==> src/rtl/pipe_ctrl.sv <==
// pipe_ctrl: pipelined control unit for a 5-stage ARM-subset core.
// Decodes the instruction in Decode, carries the resulting controls through
// the Execute, Memory and Writeback stages, holds the condition flags,
// evaluates the condition code in Execute and squashes writes that fail it.
//
// Ports
//   clk           sole clock, rising edge
//   reset         asynchronous active-high clear of all pipeline state and flags
//   InstrD        instruction bits [31:12] in Decode
//   ALUFlagsE     {N,Z,C,V} produced by the ALU this cycle
//   FlushE        bubble the Decode->Execute control register
//   RegSrcD       Decode register-source selects
//   ImmSrcD       Decode immediate-format select
//   LinkD         Decode instruction is BL (destination R14)
//   ALUSrcE       Execute immediate operand select
//   BranchTakenE  Execute branch redirect
//   ALUControlE   Execute ALU operation
//   MemtoRegE     Execute load flag for hazard logic
//   MemWriteM     Memory store enable
//   RegWriteM     Memory register-write flag for hazard logic
//   MemtoRegW     Writeback result select
//   PCSrcW        Writeback writes the PC
//   RegWriteW     Writeback register write enable
//   PCWrPendingF  a PC write is in flight in D, E or M
module pipe_ctrl (
  input  logic        clk,
  input  logic        reset,
  input  logic [19:0] InstrD,
  input  logic [3:0]  ALUFlagsE,
  input  logic        FlushE,
  output logic [1:0]  RegSrcD,
  output logic [1:0]  ImmSrcD,
  output logic        LinkD,
  output logic        ALUSrcE,
  output logic        BranchTakenE,
  output logic [2:0]  ALUControlE,
  output logic        MemtoRegE,
  output logic        MemWriteM,
  output logic        RegWriteM,
  output logic        MemtoRegW,
  output logic        PCSrcW,
  output logic        RegWriteW,
  output logic        PCWrPendingF
);

  typedef struct packed {
    logic [3:0] cond;
    logic       reg_write;
    logic       mem_to_reg;
    logic       mem_write;
    logic [2:0] alu_control;
    logic       alu_src;
    logic       branch;
    logic       flag_write;
    logic       pcsrc;
    logic       link;
  } de_ctrl_t;

  // InstrD carries instruction bits [31:12], so field offsets are shifted by 12
  logic [3:0] cond_d;
  logic [1:0] op_d;
  logic [5:0] funct_d;
  logic [3:0] cmd_d;
  logic [3:0] rd_d;

  assign cond_d  = InstrD[19:16];
  assign op_d    = InstrD[15:14];
  assign funct_d = InstrD[13:8];
  assign cmd_d   = funct_d[4:1];
  assign rd_d    = InstrD[3:0];

  logic       dp_valid;
  logic       dp_cmp;
  logic [2:0] dp_alu;

  always_comb begin
    dp_valid = 1'b1;
    dp_cmp   = 1'b0;
    dp_alu   = 3'b000;
    case (cmd_d)
      4'b0100: dp_alu = 3'b000;
      4'b0010: dp_alu = 3'b001;
      4'b0000: dp_alu = 3'b010;
      4'b1100: dp_alu = 3'b011;
      4'b1010: begin
        dp_alu = 3'b001;
        dp_cmp = 1'b1;
      end
      default: dp_valid = 1'b0;
    endcase
  end

  de_ctrl_t de_d;
  de_ctrl_t de_e;
  logic     pcsrc_d;

  always_comb begin
    de_d      = '0;
    RegSrcD   = 2'b00;
    ImmSrcD   = 2'b00;
    LinkD     = 1'b0;
    de_d.cond = cond_d;
    case (op_d)
      2'b00: begin
        // unsupported commands leave every control at zero
        if (dp_valid) begin
          de_d.reg_write   = ~dp_cmp;
          de_d.alu_src     = funct_d[5];
          de_d.alu_control = dp_alu;
          de_d.flag_write  = funct_d[0] | dp_cmp;
        end
      end
      2'b01: begin
        de_d.alu_src = 1'b1;
        ImmSrcD      = 2'b01;
        if (funct_d[0]) begin
          de_d.reg_write  = 1'b1;
          de_d.mem_to_reg = 1'b1;
        end else begin
          de_d.mem_write = 1'b1;
          RegSrcD[1]     = 1'b1;
        end
      end
      2'b10: begin
        de_d.alu_src = 1'b1;
        de_d.branch  = 1'b1;
        ImmSrcD      = 2'b10;
        RegSrcD[0]   = 1'b1;
        if (funct_d[4]) begin
          LinkD          = 1'b1;
          de_d.reg_write = 1'b1;
        end
      end
      default: ;
    endcase
    de_d.link  = LinkD;
    // BL writes R14, never the PC, whatever the Rd field holds
    de_d.pcsrc = (rd_d == 4'hF) && de_d.reg_write && !de_d.branch;
  end

  assign pcsrc_d = de_d.pcsrc;

  always_ff @(posedge clk or posedge reset) begin
    if (reset)
      de_e <= '0;
    else if (FlushE)
      de_e <= '0;
    else
      de_e <= de_d;
  end

  logic [3:0] flags;
  logic       n_f, z_f, c_f, v_f;
  logic       cond_ex_e;

  assign {n_f, z_f, c_f, v_f} = flags;

  always_comb begin
    cond_ex_e = 1'b0;
    case (de_e.cond)
      4'b0000: cond_ex_e = z_f;
      4'b0001: cond_ex_e = ~z_f;
      4'b0010: cond_ex_e = c_f;
      4'b0011: cond_ex_e = ~c_f;
      4'b0100: cond_ex_e = n_f;
      4'b0101: cond_ex_e = ~n_f;
      4'b0110: cond_ex_e = v_f;
      4'b0111: cond_ex_e = ~v_f;
      4'b1000: cond_ex_e = c_f & ~z_f;
      4'b1001: cond_ex_e = ~c_f | z_f;
      4'b1010: cond_ex_e = (n_f == v_f);
      4'b1011: cond_ex_e = (n_f != v_f);
      4'b1100: cond_ex_e = ~z_f & (n_f == v_f);
      4'b1101: cond_ex_e = z_f | (n_f != v_f);
      4'b1110: cond_ex_e = 1'b1;
      default: cond_ex_e = 1'b0;
    endcase
  end

  // Uses the instruction already in E, so a simultaneous flush of the
  // incoming instruction does not suppress this update.
  always_ff @(posedge clk or posedge reset) begin
    if (reset)
      flags <= 4'b0000;
    else if (de_e.flag_write && cond_ex_e)
      flags <= ALUFlagsE;
  end

  logic reg_write_m, mem_write_m, pcsrc_m, mem_to_reg_m, link_m;

  always_ff @(posedge clk or posedge reset) begin
    if (reset) begin
      reg_write_m  <= 1'b0;
      mem_write_m  <= 1'b0;
      pcsrc_m      <= 1'b0;
      mem_to_reg_m <= 1'b0;
      link_m       <= 1'b0;
    end else begin
      reg_write_m  <= de_e.reg_write & cond_ex_e;
      mem_write_m  <= de_e.mem_write & cond_ex_e;
      pcsrc_m      <= de_e.pcsrc & cond_ex_e;
      mem_to_reg_m <= de_e.mem_to_reg;
      link_m       <= de_e.link;
    end
  end

  logic reg_write_w, mem_to_reg_w, pcsrc_w;

  always_ff @(posedge clk or posedge reset) begin
    if (reset) begin
      reg_write_w  <= 1'b0;
      mem_to_reg_w <= 1'b0;
      pcsrc_w      <= 1'b0;
    end else begin
      reg_write_w  <= reg_write_m;
      mem_to_reg_w <= mem_to_reg_m;
      pcsrc_w      <= pcsrc_m;
    end
  end

  assign ALUSrcE      = de_e.alu_src;
  assign ALUControlE  = de_e.alu_control;
  assign MemtoRegE    = de_e.mem_to_reg;
  assign BranchTakenE = de_e.branch & cond_ex_e;
  assign MemWriteM    = mem_write_m;
  assign RegWriteM    = reg_write_m;
  assign MemtoRegW    = mem_to_reg_w;
  assign PCSrcW       = pcsrc_w;
  assign RegWriteW    = reg_write_w;
  // E term is deliberately ungated: a PC write is assumed pending until resolved
  assign PCWrPendingF = pcsrc_d | de_e.pcsrc | pcsrc_m;

  // Link travels with the instruction but no stage here consumes it past D,
  // and the Rn field is decoded by the datapath, not this block.
  logic unused_bits;
  assign unused_bits = ^{link_m, InstrD[7:4]};

endmodule

==> config.mk <==
export PLATFORM = sky130hd
export DESIGN_NAME = pipe_ctrl
export DESIGN_NICKNAME = d
export VERILOG_FILES = /design/src/rtl/pipe_ctrl.sv
export SDC_FILE = /design/constraint.sdc
export NUM_CORES = 1
export LEC_CHECK = 0
export CAP_MARGIN = 0
export CORE_MARGIN = 4
export CORE_UTILIZATION = 41
export CTS_BUF_LIST = sky130_fd_sc_hd__clkbuf_8
export DETAILED_ROUTE_END_ITERATION = 16
export PLACE_DENSITY = 0.86
export SLEW_MARGIN = 20
export SYNTH_ARGS = -nofsm -noshare
export SYNTH_HDL_FRONTEND = slang
export SYNTH_SLANG_ARGS = --single-unit
==> constraint.sdc <==
create_clock -name clk -period 3 [get_ports clk]
set_clock_uncertainty 0.2 [all_clocks]
set_input_delay 0.9 -clock clk [delete_from_list [all_inputs] [get_ports clk]]
set_output_delay 0.9 -clock clk [all_outputs]
set_load 0.1 [all_outputs]
==> results of run 1 <==
-- final cells by class --
cell class,count,share of cell area (%)
inverters,6,1.88
repair buffers,63,31.9
multi-input cells,75,32.2
clock buffers,3,2.06
well taps,31,1.94
flip-flops and latches,24,30.0
-- stage by stage --
step	total power (uW)	TNS, ns	area [sq um]
6_report	789	-0.386	2000
5_1_grt	827	-0.491	2000
4_1_cts	788	-0.481	1960
3_5_place_dp	594	-2.49	1840
3_3_place_gp	585	-2.30	1840
2_1_floorplan	495	-0.492	1270
-- synth_stat cells, drive strengths merged, types with 3 or more instances --
cell	instances	area share (%)
ha	6	6.2
dfrtp	24	50
buf	4	2.3
and2	5	2.6
nand2	4	1.2
nor2	4	1.2
inv	6	1.9
nor2b	6	3.1
nor3	4	1.7
nand3	6	2.5
nand2b	3	1.6
a21oi	6	2.5
mux2	5	5.0
-- power breakdown --
part	switching (uW)	internal, uW
sequential	16.3	340
combinational	135	123
clock	84.8	89.3
total	236	552
-- critical path, delay by kind of cell --
| kind | cells | cell delay, ns |
|---|---|---|
| compound gates | 1 | 0.04 |
| fa+ha+maj | 1 | 0.14 |
| simple gates | 3 | 0.72 |
| buf+inv | 4 | 0.41 |
-- kinds of logic after synthesis --
group / Yosys count / synth area share (%)
simple gates: 44 / 21.2
flops: 24 / 49.9
compound gates: 14 / 8.73
buf+inv: 12 / 4.78
mux: 7 / 6.65
fa+ha+maj: 6 / 6.24
xor+xnor: 3 / 2.18
other cells: 1 / 0.312
-- final timing paths --
kind | start | to | slack, ns | cells after the start
setup / recovery | InstrD[14] | PCWrPendingF | -0.32 | 9
hold / removal | mem_to_reg_m | MemtoRegW | 0.16 | 0
setup reg to reg | de_e[12] | flags[3] | 0.70 | 7
hold reg to reg | mem_to_reg_m | MemtoRegW | 0.16 | 0
max in group asynchronous | reset | flags[0] | 1.60 | 3
min in group asynchronous | reset | RegWriteW | 0.77 | 3
-- repair_timing --
item,CTS,global route
hold buffers,0,0
pin swaps,10,6
gates resized for setup,28,9
setup buffers,3,3
endpoints found under the setup margin,7,3
-- per-layer routing --
metal | wire length (um) | global-route usage, % | part of all wire [%] | vias up
li1 | - | - | - | 499
met1 | 1060 | 15.7 | 35 | 498
met2 | 1720 | 28.6 | 57 | 36
met3 | 168 | 4.14 | 5.6 | 10
met4 | 75 | 7.86 | 2.5 | 0
met5 | 0 | 0 | 0 | -
==> impl_metrics.env, run 1 <==
export IMPL_timing_final_crit_share_pct=111
export IMPL_area_growth_pct=66.2
export IMPL_hp_class="reg -> reg"
export IMPL_holdWs_ns=0.164
export IMPL_synth_cell_types=39
export IMPL_ys_warn_count=0
export IMPL_coreArea_sq_um=2780
export IMPL_clock_sinks=24
export IMPL_avgSynthCellArea_sq_um=10.8
export IMPL_rsz0062_at_grt="true"
export IMPL_die_w_um=62.2
export IMPL_dp_hpwl_mm=2.30
export IMPL_crit_fanout=4
export IMPL_grt_usage_pct=15.5
export IMPL_violations="negative setup slack"
export IMPL_cp_start_kind="input pin"
export IMPL_hold_viol=0
export IMPL_die_area_sq_um=3870
export IMPL_ys_seq_area_share_pct=49.9
export IMPL_p_leak_uw=0.000981
export IMPL_setup_slack_ns=-0.316
export IMPL_grt_pass1_vias=1151
export IMPL_grt_max_degree=25
export IMPL_overflow=0
export IMPL_finalSetupViolations=2
export IMPL_fin_crit_ns=3.32
export IMPL_synthFlopType="dfrtp_1"
export IMPL_synthCells=111
export IMPL_largest_register_ffs=9
export IMPL_die_y_um=62.2
export IMPL_drt_wirelength_per_cell_um=14.9
export IMPL_drt_wl_total_mm=3.02
export IMPL_p_per_area_nw_per_um2=394
export IMPL_ioPinCount=44
export IMPL_regMostFlops="de_e"
export IMPL_maxSlewViolCount=0
export IMPL_via_per_inst=5.16
export IMPL_fmax_mhz=302
export IMPL_drive_gt1_share_pct=39.8
export IMPL_cts_made_buffers=3
export IMPL_place_congestion=0.963
export IMPL_clk_pin_slew_ns=0.07
export IMPL_vias=1043
export IMPL_syn_num_nets=144
export IMPL_cp_required_ns=1.90
export IMPL_multi_input_area_sq_um=644
export IMPL_placed_cells=193
export IMPL_syn_area_sq_um=1200
export IMPL_cts_root_buf="clkbuf_8"
export IMPL_initial_core_util_pct=43.3
export IMPL_htree_levels=1
export IMPL_setup_worst_path_end_class="output pin"
export IMPL_clockBufferDepth=2
export IMPL_crit_arrival_ns=2.22
export IMPL_drt_iter0_drc=103
export IMPL_synth_edff_count=0
export IMPL_crit_slowest_cell="or4_4"
export IMPL_maxCapViolCount=0
export IMPL_cp_cell_sequence="buf_8, inv_12, buf_6, ha_4, and2_4, a221oi_2, or4_4, nand2_8, buf_12"
export IMPL_portBuffers=38
export IMPL_cpPeakStageDelay_ns=0.47
export IMPL_ir_drop_mv=0.321
export IMPL_drc=0
export IMPL_fillCellCount=188
export IMPL_fin_nets=206
export IMPL_antenna_found_initial=0
export IMPL_cts_tree="yes"
export IMPL_yosys_register_bits=24
export IMPL_outcome="finished, violations left"
export IMPL_path_class="in -> out"
export IMPL_drtAntennaViolNets=0
export IMPL_rows=19
export IMPL_final_common_cell="buf_4"
export IMPL_mostFrequentLayoutCells="buf_4, dfrtp_1, clkdlybuf4s50_1"
export IMPL_clock_latency_ns=0.25
export IMPL_async_flop_share_pct=100
export IMPL_layout_cells_non_filler=202
export IMPL_diodes=0
export IMPL_pre_cts_slack_ns=-0.902
export IMPL_final_util_pct=71.9
export IMPL_grt_pass1_wl_mm=4.95
export IMPL_drtPass1Iterations=4
export IMPL_ff_latch_area_sq_um=601
Note: power is estimated with default switching activity, not from simulation.
==> run 2: changes to the inputs <==
--- a/config.mk
+++ b/config.mk
@@ -6,8 +6,10 @@
 export NUM_CORES = 1
 export LEC_CHECK = 0
 export CAP_MARGIN = 0
+export CELL_PAD_IN_SITES_DETAIL_PLACEMENT = 0
+export CELL_PAD_IN_SITES_GLOBAL_PLACEMENT = 1
 export CORE_MARGIN = 4
-export CORE_UTILIZATION = 41
+export CORE_UTILIZATION = 31
 export CTS_BUF_LIST = sky130_fd_sc_hd__clkbuf_8
 export DETAILED_ROUTE_END_ITERATION = 16
 export PLACE_DENSITY = 0.86
==> impl_metrics.env, run 2 (synthesized netlist as in run 1, its figures left out) <==
export IMPL_power_frac_clock_pct=30.9
export IMPL_crit_slowest_cell="or4_4"
export IMPL_multi_input_area_sq_um=652
export IMPL_drt_wl_total_mm=2.85
export IMPL_clk_pin_slew_ns=0.08
export IMPL_fin_area_sq_um=2030
export IMPL_ctsHoldBuffers=0
export IMPL_grt_max_degree=25
export IMPL_dp_hpwl_mm=2.18
export IMPL_diodes=0
export IMPL_r2r_start="de_e[12]"
export IMPL_cts_root_buf="clkbuf_8"
export IMPL_fin_crit_ns=3.40
export IMPL_ioPinCount=44
export IMPL_area_growth_pct=68.8
export IMPL_initial_core_util_pct=32.4
export IMPL_r2r_end="flags[3]"
export IMPL_setup_slack_ns=-0.401
export IMPL_timing_final_crit_share_pct=113
export IMPL_portBuffers=38
export IMPL_p_int_uw=642
export IMPL_holdWs_ns=0.167
export IMPL_outcome="finished, violations left"
export IMPL_largest_register_ffs=9
export IMPL_drtAntennaViolNets=0
export IMPL_drt_wirelength_per_cell_um=13.1
export IMPL_setup_worst_path_end_class="output pin"
export IMPL_fillCellCount=320
export IMPL_crit_fanout=2
export IMPL_place_congestion=0.842
export IMPL_die_area_sq_um=4940
export IMPL_placed_cells=209
export IMPL_ff_latch_area_sq_um=601
export IMPL_drive_gt1_share_pct=40.0
export IMPL_rows=22
export IMPL_ir_drop_mv=0.185
export IMPL_clockBufferDepth=2
export IMPL_crit_arrival_ns=2.30
export IMPL_antenna_found_initial=0
export IMPL_mostFrequentLayoutCells="buf_4, dfrtp_1, clkdlybuf4s50_1"
export IMPL_cp_cell_sequence="dlygate4sd2_1, nand2b_4, a21oi_4, a221oi_2, or4_4, nand2_8, buf_12"
export IMPL_cts_tree="yes"
export IMPL_cp_start_kind="input pin"
export IMPL_r2r_setup_slack_ns=0.67
export IMPL_htree_levels=1
export IMPL_grt_pass1_vias=1094
export IMPL_fmax_mhz=294
export IMPL_drc=0
export IMPL_die_y_um=70.3
export IMPL_dpl_cell_area_sq_um=1850
export IMPL_finalSetupTns_ns=-0.502
export IMPL_hp_start="mem_to_reg_m"
export IMPL_violations="negative setup slack"
export IMPL_hold_viol=0
export IMPL_p_per_area_nw_per_um2=437
export IMPL_clock_sinks=24
export IMPL_cp_required_ns=1.90
export IMPL_p_leak_uw=0.000947
export IMPL_vias=1026
export IMPL_cpPeakStageDelay_ns=0.56
export IMPL_final_common_cell="buf_4"
export IMPL_fin_nets=204
export IMPL_cp_top_family="simple AND/OR/NAND/NOR gates"
export IMPL_die_w_um=70.3
export IMPL_swShare_pct=27.7
export IMPL_r2r_cells=7
export IMPL_crit_buf_inv=2
export IMPL_finalSetupViolations=2
export IMPL_pre_cts_slack_ns=-0.923
export IMPL_rsz0062_at_grt="true"
export IMPL_grt_pass1_wl_mm=4.88
export IMPL_drtPass1Iterations=4
export IMPL_via_per_inst=4.71
export IMPL_maxSlewViolCount=0
export IMPL_grt_usage_pct=12.3
export IMPL_drt_iter0_drc=65
export IMPL_combPwrFrac_pct=28.9
export IMPL_power_frac_seq_pct=40.2
export IMPL_clock_latency_ns=0.26
export IMPL_overflow=0
export IMPL_hp_class="reg -> reg"
export IMPL_maxCapViolCount=0
export IMPL_layout_cells_non_filler=218
export IMPL_worstHoldPathCells=0
export IMPL_path_class="in -> out"
export IMPL_regMostFlops="de_e"
export IMPL_holdPathEnd="MemtoRegW"
export IMPL_cts_made_buffers=3
export IMPL_p_switching_uw=246
export IMPL_coreArea_sq_um=3720
==> run 2: changes by cell type in the layout (fill, tap and decap cells not counted), moves of 2 or more <==
cell / delta
buf_4: -2
clkdlybuf4s50_1: +4
dlygate4sd2_1: +2
dlymetal6s2s_1: -5
==> run 2: layout make-up <==
type | instances | share of cell area, %
well taps | 48 | 2.96
clock buffers | 3 | 2.03
flip-flops and latches | 24 | 29.6
repair buffers | 61 | 30.2
multi-input cells | 75 | 32.1
inverters | 6 | 1.72
clock inverters | 1 | 1.48
==> run 2: repair_timing <==
action | in CTS | in global routing
pin swaps | 10 | 1
buffers inserted | 5 | 0
setup endpoints to repair | 7 | 2
gates cloned | 0 | 0
resized for setup | 32 | 0
==> run 2: through the flow <==
stage,power [uW],utilization [%]
finish,887,54.7
global route,933,54.7
floorplan,495,-
detailed placement,590,49.9
global placement,584,49.9
CTS,894,54.7
==> run 2: worst max path at each step <==
| stage | from | to | slack (ns) | cells after the start |
|---|---|---|---|---|
| floorplan | InstrD[14] | PCWrPendingF | -0.49 | 6 |
| global placement | InstrD[14] | PCWrPendingF | -0.87 | 9 |
| detailed placement | InstrD[14] | PCWrPendingF | -0.92 | 9 |
| CTS | InstrD[14] | PCWrPendingF | -0.41 | 9 |
| global route | InstrD[9] | PCWrPendingF | -0.45 | 7 |
| finish | InstrD[9] | PCWrPendingF | -0.40 | 7 |
==> run 2: layer usage <==
layer	routed length (um)	GRT usage [%]	up-vias
met4	8	3.19	0
met1	1090	13.7	501
li1	-	-	494
met5	0	0	-
met3	172	3.02	2
met2	1580	22.9	29
==> run 2: power by group through the flow <==
stage / Combinational [uW] / Sequential, uW / Clock, uW
detailed placement: 229 / 361 / 0
global placement: 224 / 360 / 0
finish: 257 / 357 / 274
global route: 273 / 359 / 300
CTS: 257 / 356 / 281
floorplan: 116 / 379 / 0
==> run 3: changes to the inputs <==
--- a/config.mk
+++ b/config.mk
@@ -5,6 +5,7 @@
 export SDC_FILE = /design/constraint.sdc
 export NUM_CORES = 1
 export LEC_CHECK = 0
+export ABC_CLOCK_PERIOD_IN_PS = 3000
 export CAP_MARGIN = 0
 export CELL_PAD_IN_SITES_DETAIL_PLACEMENT = 0
 export CELL_PAD_IN_SITES_GLOBAL_PLACEMENT = 1
==> results of run 3 <==
Final layout, timing and power as in run 2 (identical DEF).
